## src/rtl/cpu_types_pkg.sv

```systemverilog
// Shared types for the memory arbiter: RAM port status, arbiter states, data word,
// and the fetch/data fairness pick used when leaving IDLE.
package cpu_types_pkg;

  localparam int unsigned WORD_W = 32;
  localparam int unsigned WD_W   = 8;

  typedef logic [WORD_W-1:0] word_t;

  typedef enum logic [1:0] {
    FREE   = 2'd0,
    BUSY   = 2'd1,
    ACCESS = 2'd2,
    ERROR  = 2'd3
  } ramstate_t;

  typedef enum logic [1:0] {
    IDLE   = 2'd0,
    IGRANT = 2'd1,
    DGRANT = 2'd2
  } arb_state_t;

  // Data has priority, except a fetch that already lost the last contention wins now
  function automatic arb_state_t pick_grant(input logic ireq, input logic dreq,
                                            input arb_state_t last_grant);
    arb_state_t g;
    g = IDLE;
    if (ireq && dreq && (last_grant == DGRANT)) g = IGRANT;
    else if (dreq)                              g = DGRANT;
    else if (ireq)                              g = IGRANT;
    return g;
  endfunction

endpackage

```

## src/rtl/arb_watchdog.sv

```systemverilog
// Grant watchdog: counts stalled grant cycles and flags expiry on the TIMEOUT_CYCLES-th one.
// Only instantiated when MEM_ARBITER_TIMEOUT_EN is defined.
module arb_watchdog
  import cpu_types_pkg::*;
#(
  parameter int unsigned TIMEOUT_CYCLES = 64
) (
  input  logic CLK,
  input  logic RST,
  input  logic clear,
  input  logic count_en,
  output logic expired
);

  logic [WD_W-1:0] count;

  always_ff @(posedge CLK) begin
    if (RST || clear) begin
      count <= '0;
    end else if (count_en && !expired) begin
      count <= count + WD_W'(1);
    end
  end

  assign expired = count_en && (count == WD_W'(TIMEOUT_CYCLES - 1));

endmodule

```

## src/rtl/mem_arbiter.sv

```systemverilog
// Two-requester (fetch/data) arbiter for a single shared RAM port with alternating fairness.
// Optional grant watchdog enabled by defining MEM_ARBITER_TIMEOUT_EN.
module mem_arbiter
  import cpu_types_pkg::*;
#(
  parameter int unsigned TIMEOUT_CYCLES = 64
) (
  input  logic       CLK,
  input  logic       RST,
  input  logic       iREN,
  input  word_t      iaddr,
  output word_t      iload,
  output logic       iwait,
  input  logic       dREN,
  input  logic       dWEN,
  input  word_t      daddr,
  input  word_t      dstore,
  output word_t      dload,
  output logic       dwait,
  output logic       ramREN,
  output logic       ramWEN,
  output word_t      ramaddr,
  output word_t      ramstore,
  input  word_t      ramload,
  input  logic [1:0] ramstate,
  output logic       err,
  output logic       timeout
);

  if (TIMEOUT_CYCLES < 2 || TIMEOUT_CYCLES > 255) begin : g_bad_cfg
    $error("mem_arbiter: TIMEOUT_CYCLES must lie in 2..255");
  end

  arb_state_t state, last_grant, next_grant;
  ramstate_t  rs;
  logic ireq, dreq, grant, owner_req, live;
  logic access_hit, error_hit, timeout_hit, finish;
  logic err_q, timeout_q;

  assign rs         = ramstate_t'(ramstate);
  assign ireq       = iREN;
  assign dreq       = dREN | dWEN;
  assign grant      = (state != IDLE);
  assign next_grant = pick_grant(ireq, dreq, last_grant);

  always_comb begin
    owner_req = 1'b0;
    case (state)
      IGRANT:  owner_req = ireq;
      DGRANT:  owner_req = dreq;
      default: owner_req = 1'b0;
    endcase
  end

  // A grant only counts as active while its owner keeps requesting
  assign live       = grant & owner_req;
  assign access_hit = live & (rs == ACCESS);
  assign error_hit  = live & (rs == ERROR);

`ifdef MEM_ARBITER_TIMEOUT_EN
  logic stalled;
  assign stalled = live & ((rs == FREE) | (rs == BUSY));

  arb_watchdog #(
    .TIMEOUT_CYCLES(TIMEOUT_CYCLES)
  ) u_watchdog (
    .CLK     (CLK),
    .RST     (RST),
    .clear   (~grant),
    .count_en(stalled),
    .expired (timeout_hit)
  );
`else
  assign timeout_hit = 1'b0;
`endif

  assign finish = access_hit | error_hit | timeout_hit;

  always_ff @(posedge CLK) begin
    if (RST) begin
      state      <= IDLE;
      last_grant <= IGRANT;
      err_q      <= 1'b0;
      timeout_q  <= 1'b0;
    end else begin
      if (error_hit)   err_q     <= 1'b1;
      if (timeout_hit) timeout_q <= 1'b1;
      case (state)
        IDLE: begin
          state <= next_grant;
          if (next_grant != IDLE) last_grant <= next_grant;
        end
        default: begin
          if (!owner_req || finish) state <= IDLE;
        end
      endcase
    end
  end

  // RAM drive and requester returns follow the current grant combinationally
  always_comb begin
    ramREN   = 1'b0;
    ramWEN   = 1'b0;
    ramaddr  = '0;
    ramstore = '0;
    case (state)
      IGRANT: begin
        ramREN  = 1'b1;
        ramaddr = iaddr;
      end
      DGRANT: begin
        ramaddr  = daddr;
        ramstore = dstore;
        ramWEN   = dWEN;
        ramREN   = ~dWEN;
      end
      default: ;
    endcase
  end

  assign iload   = ((state == IGRANT) && access_hit) ? ramload : '0;
  assign dload   = ((state == DGRANT) && access_hit) ? ramload : '0;
  assign iwait   = ireq & ~((state == IGRANT) & finish);
  assign dwait   = dreq & ~((state == DGRANT) & finish);
  assign err     = err_q | error_hit;
  assign timeout = timeout_q | timeout_hit;

endmodule

```

## config.mk

```make
export PLATFORM = sky130hd
export DESIGN_NAME = mem_arbiter
export DESIGN_NICKNAME = d
export VERILOG_FILES = /design/src/rtl/cpu_types_pkg.sv /design/src/rtl/arb_watchdog.sv /design/src/rtl/mem_arbiter.sv
export SDC_FILE = /design/constraint.sdc
export NUM_CORES = 1
export LEC_CHECK = 0
export BUFFER_PORTS_ARGS = -buffer_cell sky130_fd_sc_hd__buf_2
export CAP_MARGIN = 20
export CORE_AREA = 2 2 105 107
export CTS_CLUSTER_DIAMETER = 200
export DETAILED_ROUTE_END_ITERATION = 7
export DIE_AREA = 0 0 107 109
export SETUP_SLACK_MARGIN = 0.5
export SYNTH_ARGS = -nofsm -noshare
export SYNTH_HDL_FRONTEND = slang
export SYNTH_SLANG_ARGS = --single-unit
export TNS_END_PERCENT = 100
```

## constraint.sdc

```tcl
create_clock -name CLK -period 2.71 [get_ports CLK]
set_input_delay 0.1355 -clock CLK [delete_from_list [all_inputs] [get_ports CLK]]
set_output_delay 0.1355 -clock CLK [all_outputs]
set_load 0.005 [all_outputs]
```

==> flow_results.org <==
** Synthesis
- Cell type contributing the most total cell area after synthesis :: sky130_fd_sc_hd__nor2_1
- After technology mapping, the gate count stands at 262.
- Most used DFF post-synth :: sky130_fd_sc_hd__dfxtp_1
- sky130_fd_sc_hd__nor2_1 is the most common cell in the netlist.
- In this run, synthesis inferred 0 flip-flops with an integrated enable.
- Number of different library cells in the post-synthesis netlist :: 27
- Syn nets :: 400
- Proportion of register bits with asynchronous set or reset after synthesis :: 0
- Mean instance size in the synthesized netlist :: 5.66 um^2
- Count of synthesis-stage warnings from yosys :: 0
- Register bit count reported by yosys :: 5
- In this run the cell area of the synthesized design comes to 1480 um^2.
- Counting instances in the post-synthesis netlist gives the leading cell types as sky130_fd_sc_hd__nor2_1 (69), sky130_fd_sc_hd__and2_1 (34), sky130_fd_sc_hd__nand2_1 (34), sky130_fd_sc_hd__nor2b_1 (34), sky130_fd_sc_hd__a22oi_1 (32).
- Ranking of synthesized cells by area :: sky130_fd_sc_hd__nor2_1 (17%), sky130_fd_sc_hd__a22oi_1 (16%), sky130_fd_sc_hd__and2_1 (14%)
- Of the post-synthesis cell area, the dominant cell type holds 0.175.
- Of the synthesized area, sequential elements account for 0.0675.

** GRT
- For met3 alone, demand over resource in global routing was 0.0191.
- Number of antenna violations at the first check in global routing :: 0
- The layer flagged by global routing as most heavily used is met2.
- Entering global routing, the biggest net connects 38 pins.
- For met2 alone, demand over resource in global routing was 0.241.
- Remaining global-route overflow :: 0
- Wire length of the first global-routing pass :: 12100 um
- Via count of the first global-routing pass :: 2377
- Total Routing Usage GR :: 0.129
- GRT met1 Usage :: 0.163

** Setup path
- Arr. time, crit path :: 1900 ps
- The number of cells on the worst reg-to-reg path is 5.
- Nature of the critical path endpoint :: output port
- STA puts the critical path data required time at 2570 ps.
- The worst setup path is of the register to output port kind.
- Kind of launch point of the worst setup path :: register
- Critical R2R Launch :: state[0]
- The endpoint identified for the worst register-to-register timing path is state[0].
- CP Max Fanout :: 36
- Register-to-Register Setup Slack :: 1050 ps

** Die
- The floorplan step set the die width to 107 um.
- In this run the count of I/O pins placed on the die edge is 269.
- Measured along the y axis, the die boundary spans 109 um.
- The die covers 11700 um^2.
- The initialized floorplan defines 38 standard-cell rows.
- In this run the standard cell core region covers 10600 um^2.
- Initial core utilization :: 0.140

** CTS
- The tree is rooted in a sky130_fd_sc_hd__clkbuf_8.
- TritonCTS built the clock tree.
- Total clock buffers created by CTS :: 3
- Clock-pin slew was measured on the worst setup and hold paths at 40 ps.
- In this run the number of H-tree levels came out at 1.
- Clock buffer depth :: 2
- Num Clock Sinks :: 5
- The later pin in the worst-skew pair is clocked with a latency of 220 ps.
- Buffers inserted to repair hold after CTS numbered 0.

** Drt
- The detail route stage leaves a number of antenna-violating nets equal to 0.
- Number of detailed-route iterations in the first pass :: 4
- The final layout contains routed wiring with a total length of 8670 um.
- The routed layout has 2711 vias.
- Routed length per instance :: 13.3 um
- For this run, design rule violations remaining after detail routing come to 0.
- Detail-routed via count per cell :: 4.15
- First DRT Iteration DRCs :: 139

** Place
- OpenSTA, run right after detailed placement, puts the worst setup slack at 858 ps.
- At the end of routability-driven placement, the weighted congestion stood at 0.699.
- Detailed Place HPWL :: 7080 um
- Port buffering added 267 buffers.

** STA
- RSZ-0062 raised after global routing :: no
- Count of final max-slew check failures :: 0
- For the pin with the worst max-slew slack, the measured transition is 645 ps.
- Total count of hold-check failures in the final report :: 0
- Measured against its own limit, the worst slew margin works out to 0.570.
- Setup violations remaining at the end of the flow were counted as 0.
- Achievable Freq :: 492 MHz
- Clock tree skew after final layout :: 2.14 ps
- Final critical path time including I/O delays and setup :: 2030 ps
- Fin worst setup slack :: 679 ps
- Part of the cycle the worst path needs :: 0.749
- Post-route setup TNS :: 0 ps

** Final layout
- 0 antenna diodes ended up in the layout.
- Relative to the synthesized area, the layout overhead comes to 101%.
- The net count of the finished layout is 652.
- Combined area of the multi-input logic cells :: 1260 um^2
- Area taken by flip-flops and latches :: 100 um^2
- The layout has 1246 filler cells.
- Ratio of cells with drive above 1 in the final layout :: 0.548

** Pwr
- In this run the static leakage power is 1.76 nW.
- IR analysis of the VDD net gives a maximum drop of 137 uV.
- Total power density per cell area :: 196 nW/um^2
- Tot Pwr :: 0.584 mW

** Flow run
- Number of max-cap violations :: 0

** Min path
- Path category of the worst min-delay check :: input pin to register
- The worst hold path begins at RST.
- Hold endpoint :: err_q
- The worst hold path was traced through 2 stages.

** Run status
- Run status :: finished, final reports clean
worst max-delay path, stage by stage, from the launching register on:
cell and delay, ps:
sky130_fd_sc_hd__dfxtp_1 310, sky130_fd_sc_hd__inv_1 100, sky130_fd_sc_hd__ha_2 210, sky130_fd_sc_hd__buf_4 360, sky130_fd_sc_hd__o2111ai_2 150, sky130_fd_sc_hd__buf_4 270, sky130_fd_sc_hd__nor2_1 150, sky130_fd_sc_hd__buf_2 130
layout make-up:
class                      count  area share
timing repair buffer         273       0.464
tap                          140      0.0588
inverter                       5     0.00630
clock buffer                   4      0.0151
multi-input combinational    226       0.422
sequential                     5      0.0336
sequential cells by signal (all words and copies together), names as in the netlist:
| signal | flops |
|---|---|
| state | 2 |
| err_q | 1 |
| last_grant | 2 |
per-layer routing:
metal / routed length (um) / vias up
li1: - / 1355
met1: 3550 / 1180
met2: 4290 / 174
met3: 813 / 2
met4: 13 / 0
met5: 0 / -
logic make-up (layout without fill, tap and decap cells):
| group | count (synthesis) | after routing | share of synthesized area |
|---|---|---|---|
| multiplexers | 1 | 1 | 0.00675 |
| buffers and inverters | 31 | 282 | 0.0878 |
| adder cells (fa/ha/maj) | 3 | 3 | 0.0253 |
| AND/OR/NAND/NOR | 174 | 174 | 0.567 |
| AO/OA/AOI/OAI | 47 | 47 | 0.243 |
| flip-flops | 5 | 5 | 0.0675 |
| other | 1 | 1 | 0.00253 |
what timing repair did:
action / in CTS / in global routing
gates resized for setup: 0 / 1
buffers inserted: 0 / 0
setup endpoints to repair: 0 / 18
cell usage in the layout (no fill, tap or decap), types with 3 or more instances in the layout:
cell type                  Yosys  routed
sky130_fd_sc_hd__and2_1       34      34
sky130_fd_sc_hd__nor2b_1      34      34
sky130_fd_sc_hd__nor2_1       69      69
sky130_fd_sc_hd__buf_2         8     267
sky130_fd_sc_hd__a22oi_1      32      32
sky130_fd_sc_hd__nand2_1      34      34
sky130_fd_sc_hd__clkbuf_8      0       3
sky130_fd_sc_hd__buf_4         1       6
sky130_fd_sc_hd__dfxtp_1       5       5
sky130_fd_sc_hd__inv_1         5       5
stage by stage:
stage          utilization  instances  instance area (um^2)  hold slack (ps)
2_1_floorplan            -        262                  1480              205
3_3_place_gp         0.276        649                  2930              394
3_5_place_dp         0.276        649                  2930              394
4_1_cts              0.281        653                  2980              162
5_1_grt              0.281        653                  2980              199
6_report             0.281        653                  2980              164
worst max path at each step:
stage                   from         to  depth (start not counted)
floorplan           state[0]   state[0]                          5
finish              state[0]   dload[9]                          7
global route        state[0]  dload[11]                          7
detailed placement  state[1]   dload[9]                          7
global placement    state[1]  dload[12]                          7
CTS                 state[1]   dload[9]                          7
power breakdown:
group | internal (mW) | leakage, nW | switching, mW
sequential | 0.0802 | 0.0413 | 0.00408
clock | 0.101 | 0.0228 | 0.0374
combinational | 0.184 | 1.70 | 0.177
Power figures use the tool's default switching activity.
